File: src/rtl/pc_sequencer_if.sv
// Bus between the PC register block and the next-PC sequencer.
// master: PC/control side; drives ppc and the request inputs, observes next and status.
// slave:  the sequencer; consumes the requests, produces next, flush, epc, in_isr and state.
interface pc_sequencer_if #(
  parameter int unsigned WIDTH = 32
);
  logic [WIDTH-1:0] ppc;
  logic             stall;
  logic             halt;
  logic             jump;
  logic [WIDTH-1:0] jump_target;
  logic             branch_taken;
  logic [WIDTH-1:0] branch_target;
  logic             irq;
  logic             iret;
  logic [WIDTH-1:0] next;
  logic             flush;
  logic [WIDTH-1:0] epc;
  logic             in_isr;
  logic [1:0]       state;

  modport master (
    output ppc, stall, halt, jump, jump_target, branch_taken, branch_target, irq, iret,
    input  next, flush, epc, in_isr, state
  );

  modport slave (
    input  ppc, stall, halt, jump, jump_target, branch_taken, branch_target, irq, iret,
    output next, flush, epc, in_isr, state
  );
endinterface

File: src/rtl/pc_sequencer.sv
// Next-PC controller. Picks the value the PC register loads on the next edge
// (sequential, jump/branch redirect, interrupt entry, return, stall hold, halt)
// and owns the BOOT/RUN/ISR/HALT state machine plus the saved return address.
// Ports:
//   clk    - rising-edge clock
//   reset  - asynchronous active-low reset
//   seq_io - pc_sequencer_if.slave: ppc and request inputs in; next, flush
//            (combinational) and epc, in_isr, state (registered) out
module pc_sequencer #(
  parameter int unsigned      WIDTH     = 32,
  parameter logic [WIDTH-1:0] RESET_VEC = 32'h0000_0000,
  parameter logic [WIDTH-1:0] IRQ_VEC   = 32'h0000_0010,
  parameter logic [WIDTH-1:0] STEP      = 32'd4
) (
  input  logic            clk,
  input  logic            reset,
  pc_sequencer_if.slave   seq_io
);

  typedef enum logic [1:0] {
    StBoot = 2'd0,
    StRun  = 2'd1,
    StIsr  = 2'd2,
    StHalt = 2'd3
  } state_e;

  state_e           state_q, state_d;
  logic [WIDTH-1:0] epc_q, epc_d;
  logic             in_isr_q, in_isr_d;
  logic [WIDTH-1:0] seq_addr;

  // Address from the low-priority rules (jump > branch > increment). Also the
  // return address captured on interrupt entry, so a same-cycle redirect survives.
  always_comb begin
    seq_addr = seq_io.ppc + STEP;  // carry discarded: wraps modulo 2^WIDTH
    if (seq_io.jump) begin
      seq_addr = seq_io.jump_target;
    end else if (seq_io.branch_taken) begin
      seq_addr = seq_io.branch_target;
    end
  end

  // State register
  always_ff @(posedge clk or negedge reset) begin
    if (!reset) begin
      state_q  <= StBoot;
      epc_q    <= '0;
      in_isr_q <= 1'b0;
    end else begin
      state_q  <= state_d;
      epc_q    <= epc_d;
      in_isr_q <= in_isr_d;
    end
  end

  // Next-state logic
  always_comb begin
    state_d = state_q;
    epc_d   = epc_q;
    unique case (state_q)
      StBoot: state_d = StRun;
      StRun: begin
        if (seq_io.halt) begin
          state_d = StHalt;
        end else if (seq_io.stall) begin
          state_d = StRun;
        end else if (seq_io.irq) begin
          state_d = StIsr;
          epc_d   = seq_addr;
        end
      end
      StIsr: begin
        if (seq_io.halt) begin
          state_d = StHalt;
        end else if (seq_io.stall) begin
          state_d = StIsr;
        end else if (seq_io.iret) begin
          state_d = StRun;
        end
      end
      StHalt: state_d = StHalt;
      default: state_d = StBoot;
    endcase
    in_isr_d = (state_d == StIsr);
  end

  // Output logic
  always_comb begin
    seq_io.next  = seq_io.ppc;
    seq_io.flush = 1'b0;
    unique case (state_q)
      StBoot: seq_io.next = RESET_VEC;
      StRun: begin
        if (seq_io.halt || seq_io.stall) begin
          seq_io.next = seq_io.ppc;
        end else if (seq_io.irq) begin
          seq_io.next  = IRQ_VEC;
          seq_io.flush = 1'b1;
        end else begin
          seq_io.next  = seq_addr;
          seq_io.flush = seq_io.jump || seq_io.branch_taken;
        end
      end
      StIsr: begin
        if (seq_io.halt || seq_io.stall) begin
          seq_io.next = seq_io.ppc;
        end else if (seq_io.iret) begin
          seq_io.next  = epc_q;
          seq_io.flush = 1'b1;
        end else begin
          seq_io.next  = seq_addr;
          seq_io.flush = seq_io.jump || seq_io.branch_taken;
        end
      end
      StHalt: seq_io.next = seq_io.ppc;
      default: seq_io.next = RESET_VEC;
    endcase
  end

  assign seq_io.epc    = epc_q;
  assign seq_io.in_isr = in_isr_q;
  assign seq_io.state  = state_q;

endmodule

File: src/flat_wrapper.sv
// flat-port wrapper written by rule: the top's interface ports become plain ports
module pc_sequencer_flat 
#(
  parameter int unsigned      WIDTH     = 32,
  parameter logic [WIDTH-1:0] RESET_VEC = 32'h0000_0000,
  parameter logic [WIDTH-1:0] IRQ_VEC   = 32'h0000_0010,
  parameter logic [WIDTH-1:0] STEP      = 32'd4
)
  (clk, reset, seq_io_ppc, seq_io_stall, seq_io_halt, seq_io_jump, seq_io_jump_target, seq_io_branch_taken, seq_io_branch_target, seq_io_irq, seq_io_iret, seq_io_next, seq_io_flush, seq_io_epc, seq_io_in_isr, seq_io_state);
  pc_sequencer_if #(.WIDTH(WIDTH)) seq_io_i ();
  input  logic clk;
  input  logic reset;
  input wire logic [$bits(seq_io_i.ppc)-1:0] seq_io_ppc;
  input wire logic [$bits(seq_io_i.stall)-1:0] seq_io_stall;
  input wire logic [$bits(seq_io_i.halt)-1:0] seq_io_halt;
  input wire logic [$bits(seq_io_i.jump)-1:0] seq_io_jump;
  input wire logic [$bits(seq_io_i.jump_target)-1:0] seq_io_jump_target;
  input wire logic [$bits(seq_io_i.branch_taken)-1:0] seq_io_branch_taken;
  input wire logic [$bits(seq_io_i.branch_target)-1:0] seq_io_branch_target;
  input wire logic [$bits(seq_io_i.irq)-1:0] seq_io_irq;
  input wire logic [$bits(seq_io_i.iret)-1:0] seq_io_iret;
  output wire logic [$bits(seq_io_i.next)-1:0] seq_io_next;
  output wire logic [$bits(seq_io_i.flush)-1:0] seq_io_flush;
  output wire logic [$bits(seq_io_i.epc)-1:0] seq_io_epc;
  output wire logic [$bits(seq_io_i.in_isr)-1:0] seq_io_in_isr;
  output wire logic [$bits(seq_io_i.state)-1:0] seq_io_state;
  assign seq_io_i.ppc = seq_io_ppc;
  assign seq_io_i.stall = seq_io_stall;
  assign seq_io_i.halt = seq_io_halt;
  assign seq_io_i.jump = seq_io_jump;
  assign seq_io_i.jump_target = seq_io_jump_target;
  assign seq_io_i.branch_taken = seq_io_branch_taken;
  assign seq_io_i.branch_target = seq_io_branch_target;
  assign seq_io_i.irq = seq_io_irq;
  assign seq_io_i.iret = seq_io_iret;
  assign seq_io_next = seq_io_i.next;
  assign seq_io_flush = seq_io_i.flush;
  assign seq_io_epc = seq_io_i.epc;
  assign seq_io_in_isr = seq_io_i.in_isr;
  assign seq_io_state = seq_io_i.state;
  pc_sequencer #(.WIDTH(WIDTH), .RESET_VEC(RESET_VEC), .IRQ_VEC(IRQ_VEC), .STEP(STEP)) u_core (.clk(clk), .reset(reset), .seq_io(seq_io_i));
endmodule
File: config.mk
export PLATFORM = sky130hd
export DESIGN_NAME = pc_sequencer_flat
export DESIGN_NICKNAME = d
export VERILOG_FILES = /design/src/rtl/pc_sequencer_if.sv /design/src/rtl/pc_sequencer.sv /design/src/flat_wrapper.sv
export SDC_FILE = /design/constraint.sdc
export NUM_CORES = 1
export LEC_CHECK = 0
export ABC_AREA = 1
export CAP_MARGIN = 20
export CORE_MARGIN = 1
export CORE_UTILIZATION = 50
export CTS_CLUSTER_DIAMETER = 30
export CTS_CLUSTER_SIZE = 16
export DETAILED_ROUTE_END_ITERATION = 8
export DONT_BUFFER_PORTS = 1
export PLACE_DENSITY = 0.63
export SYNTH_ARGS = -nofsm -noshare
export SYNTH_HDL_FRONTEND = slang
export SYNTH_SLANG_ARGS = --single-unit
File: constraint.sdc
create_clock -name clk -period 3.1 [get_ports clk]
set_clock_uncertainty 0.15 [all_clocks]
set_input_delay 0.775 -clock clk [delete_from_list [all_inputs] [get_ports clk]]
set_output_delay 0.775 -clock clk [all_outputs]
set_load 0.05 [all_outputs]
==> impl_results.md <==
- RSZ-0062 raised after global routing: yes
- Placed cells: 950
- Num Clock Sinks: 35
- Mapped Nets: 896
- First-pass detailed-route iteration total: 6
- DIE AREA: 9140 um^2
- Cell Rows: 33
- Post-synth EDFFs: 0
- Final worst slack: -0.0615 ns
- GR met1 Demand/Resource: 55.8%
- GR Layer Usage met3: 11.7%
- Die height: 95.6 um
- Unique masters post-synth: 42
- Post-synth top cells: nand2_1 (255), nand3_1 (78), inv_1 (76)
- Final Max Tran Viols: 0
- Fmax: 316 MHz
- CTS tree: done
- Startpoint types: input port
- Fillers: 660
- Worst-path clk slew: 0.09 ns
- Final Hold Viols: 0
- Synth area leaders: nand2_1 (22%), dfrtp_1 (20%), nand3_1 (8.9%)
- Failing checks: negative setup slack
- Share of layout cells above drive strength 1: 32.9%
- Mapped cell area: 4380 um^2
- Status: finished, violations left
- DRC violations left: 0
- GRT Util Overall: 41.1%
- Port Buffers: 0
- Final min period: 3.16 ns
- Vias in the first global route: 5,400
- XOR/XNOR share of the synthesized area: 2.60%
- First-pass GRT wire length: 28.2 mm
- Latest clock arrival within the worst-skew pair: 0.29 ns
- Initial core utilization: 52.5%
- Via count: 5,968
- I/O pins: 172
- 1st-iter DRT viols: 576
- RePlAce Congestion: 0.952
- Global routing's busiest layer: met2
- Synth Flop Type: dfrtp_1
- Peak VDD IR: 0.919 mV
- Synth top area share: 21.8%
- Delay of the slowest cell on the worst path: 0.25 ns
- Crit-path slowest cell: o21ai_2
- Fin nets: 975
- Yosys reg bits: 35
- Diode count: 0
- Cells along the critical path: nand2_8 -> inv_4 -> nand2_2 -> nor2_4 -> nand2_2 -> nor2_4 -> nor2_2 -> o21ai_2 -> nand3_1 -> nand2_1 -> nand2_2 -> a21oi_4 -> buf_12
- Post-layout instance count excluding filler cells: 972
- Largest net degree at the start of global routing: 43
- Simple-gate portion of the synthesized area: 45.0%
- Vias per cell: 6.14
- R2R Path Start: u_core.seq_io.state[0]
- Total gr overflow: 0
- Met2 Resource Use GR: 63.6%
- CP endpoint kind: primary output
- CTS Buf Count: 5
- Max_cap viols: 0
- Rel. slew slack: 51.0%
- Post-DP HPWL: 14.3 mm
- Tcrit/Tclk final: 102%
- Pwr dens: 1010 nW/um^2
- WP data arrival: 2.24 ns
- Clock Tree Buf Depth: 2
- Most used cell along the critical path: nand2_2
- Routed WL per cell: 19.9 um
- Worst EP required: 2.17 ns
- H-tree Lvls: 2
- Final setup violation count: 4
- Core area: 8340 um^2
- Die W: 95.6 um
- Seq/Total Area, Yosys: 20.0%
- DRT antenna net count: 0
- Main combinational cell family by area after synthesis: simple AND/OR/NAND/NOR gates
- Post-synth ARST share: 100%
- WP buf/inv: 2
- Cells after synthesis: 787
- Root Buffer: clkbuf_8
- Top cell family by delay on the critical path: simple AND/OR/NAND/NOR gates
- Hold Path Class: in2async
- YS warnings: 0
- Synth Area in Compound Gates: 20.5%
- Mux contribution to synthesized area: 0%
- Maximum fanout along the worst path: 4
- Synth Area in Adders: 1.43%
- Initial antenna violation count: 0
- Avg Cell Area, Syn: 5.57 um^2
- Setup CP Type: in2out
- Routed WL: 19.4 mm
- CTS Hold Buffers Added: 0
- Setup WS pre-CTS: -0.151 ns
- Fin util: 76.5%
- Syn-to-layout area delta: 45.6%
- Leakage Power: 2.94 nW
- Top-count cell post-synth: nand2_1
- Worst-margin pin slew: 0.717 ns
- Critical Path Start: seq_io_ppc[6]
- Largest area contributor in the netlist: nand2_1
## sequential cells by signal, summed over array words and instances (netlist names)
| name | cells |
|---|---|
| u_core.seq_io.in_isr | 1 |
| u_core.seq_io.state | 2 |
| u_core.seq_io.epc | 32 |
## cells in the final DEF (no fill, tap or decap), types with 10 or more instances in the layout
cell type	Yosys	final
buf_12	0	34
buf_4	1	72
inv_1	76	60
nor2_2	6	15
nand3_2	0	13
o21ai_1	15	17
a21oi_2	0	10
a21oi_4	0	12
dfrtp_1	35	33
nand2_4	2	12
or2_2	16	16
inv_2	3	15
nand2_2	6	24
nor2_1	72	49
o21ai_0	57	48
a21oi_1	63	41
nand2_1	255	226
nand3_1	78	65
nor2_4	6	20
## cell type report
type                            count  area [um^2]  area share [%]
Multi-Input combinational cell    633         3680            57.7
Inverter                           82          318            4.98
Clock buffer                        8          100            1.57
Sequential cell                    35          878            13.8
Timing Repair Buffer              109         1270            19.9
Tap cell                          105          131            2.06
## worst register-to-register path, delay by kind of cell, from the launching register on
family | cells | cell delay [ns]
AOI/OAI and AO/OA | 1 | 0.09
adders and majority gates | 1 | 0.17
and+or+nand+nor | 3 | 0.31
buffers and inverters | 3 | 0.90
DFF | 1 | 0.43
## metal layers
metal / routed length, um / up-vias
met4: 590 / 0
li1: - / 2703
met1: 7460 / 2751
met5: 0 / -
met2: 8580 / 454
met3: 2740 / 60
## logic make-up (layout without fill, tap and decap cells)
| family | after synthesis | after routing |
|---|---|---|
| xor gates and xnor gates | 13 | 13 |
| and+or+nand+nor | 452 | 452 |
| buffers and inverters | 119 | 199 |
| adders and majority gates | 5 | 5 |
| AOI/OAI and AO/OA | 163 | 163 |
| DFF | 35 | 35 |
## final timing paths
kind	end	slack, ns	cells after the start
max	seq_io_next[17]	-0.06	13
min	u_core.seq_io.epc[0]	0.01	0
max reg2reg	u_core.seq_io.epc[13]	0.98	8
min reg2reg	u_core.seq_io.epc[18]	0.57	3
max in group asynchronous	u_core.seq_io.epc[25]	2.70	0
min in group clk	u_core.seq_io.state[0]	0.55	2
## timing repair
action                                  in CTS  in global routing
gates cloned                                 0                  0
endpoints found under the setup margin      31                 32
resized for setup                           37                112
pin swaps                                    9                 52
buffers inserted                             1                 13
## power breakdown
| part | switching [mW] | leakage [nW] | internal [mW] |
|---|---|---|---|
| registers | 0.849 | 0.430 | 0.670 |
| logic | 2.69 | 2.45 | 1.83 |
| clock network | 0.191 | 0.0515 | 0.203 |
## per-stage QoR
stage	cell area [um^2]	power, mW	TNS (ns)	hold slack (ns)
finish	6380	6.44	-0.185	0.0109
global route	6380	6.68	-1.42	0.00597
CTS	5920	6.14	-0.0750	0.00913
detailed placement	5680	5.68	-1.32	0.330
global placement	5660	5.61	-0.768	0.330
floorplan	4560	3.91	-0.150	0.329
(Power assumes the default switching activity.)
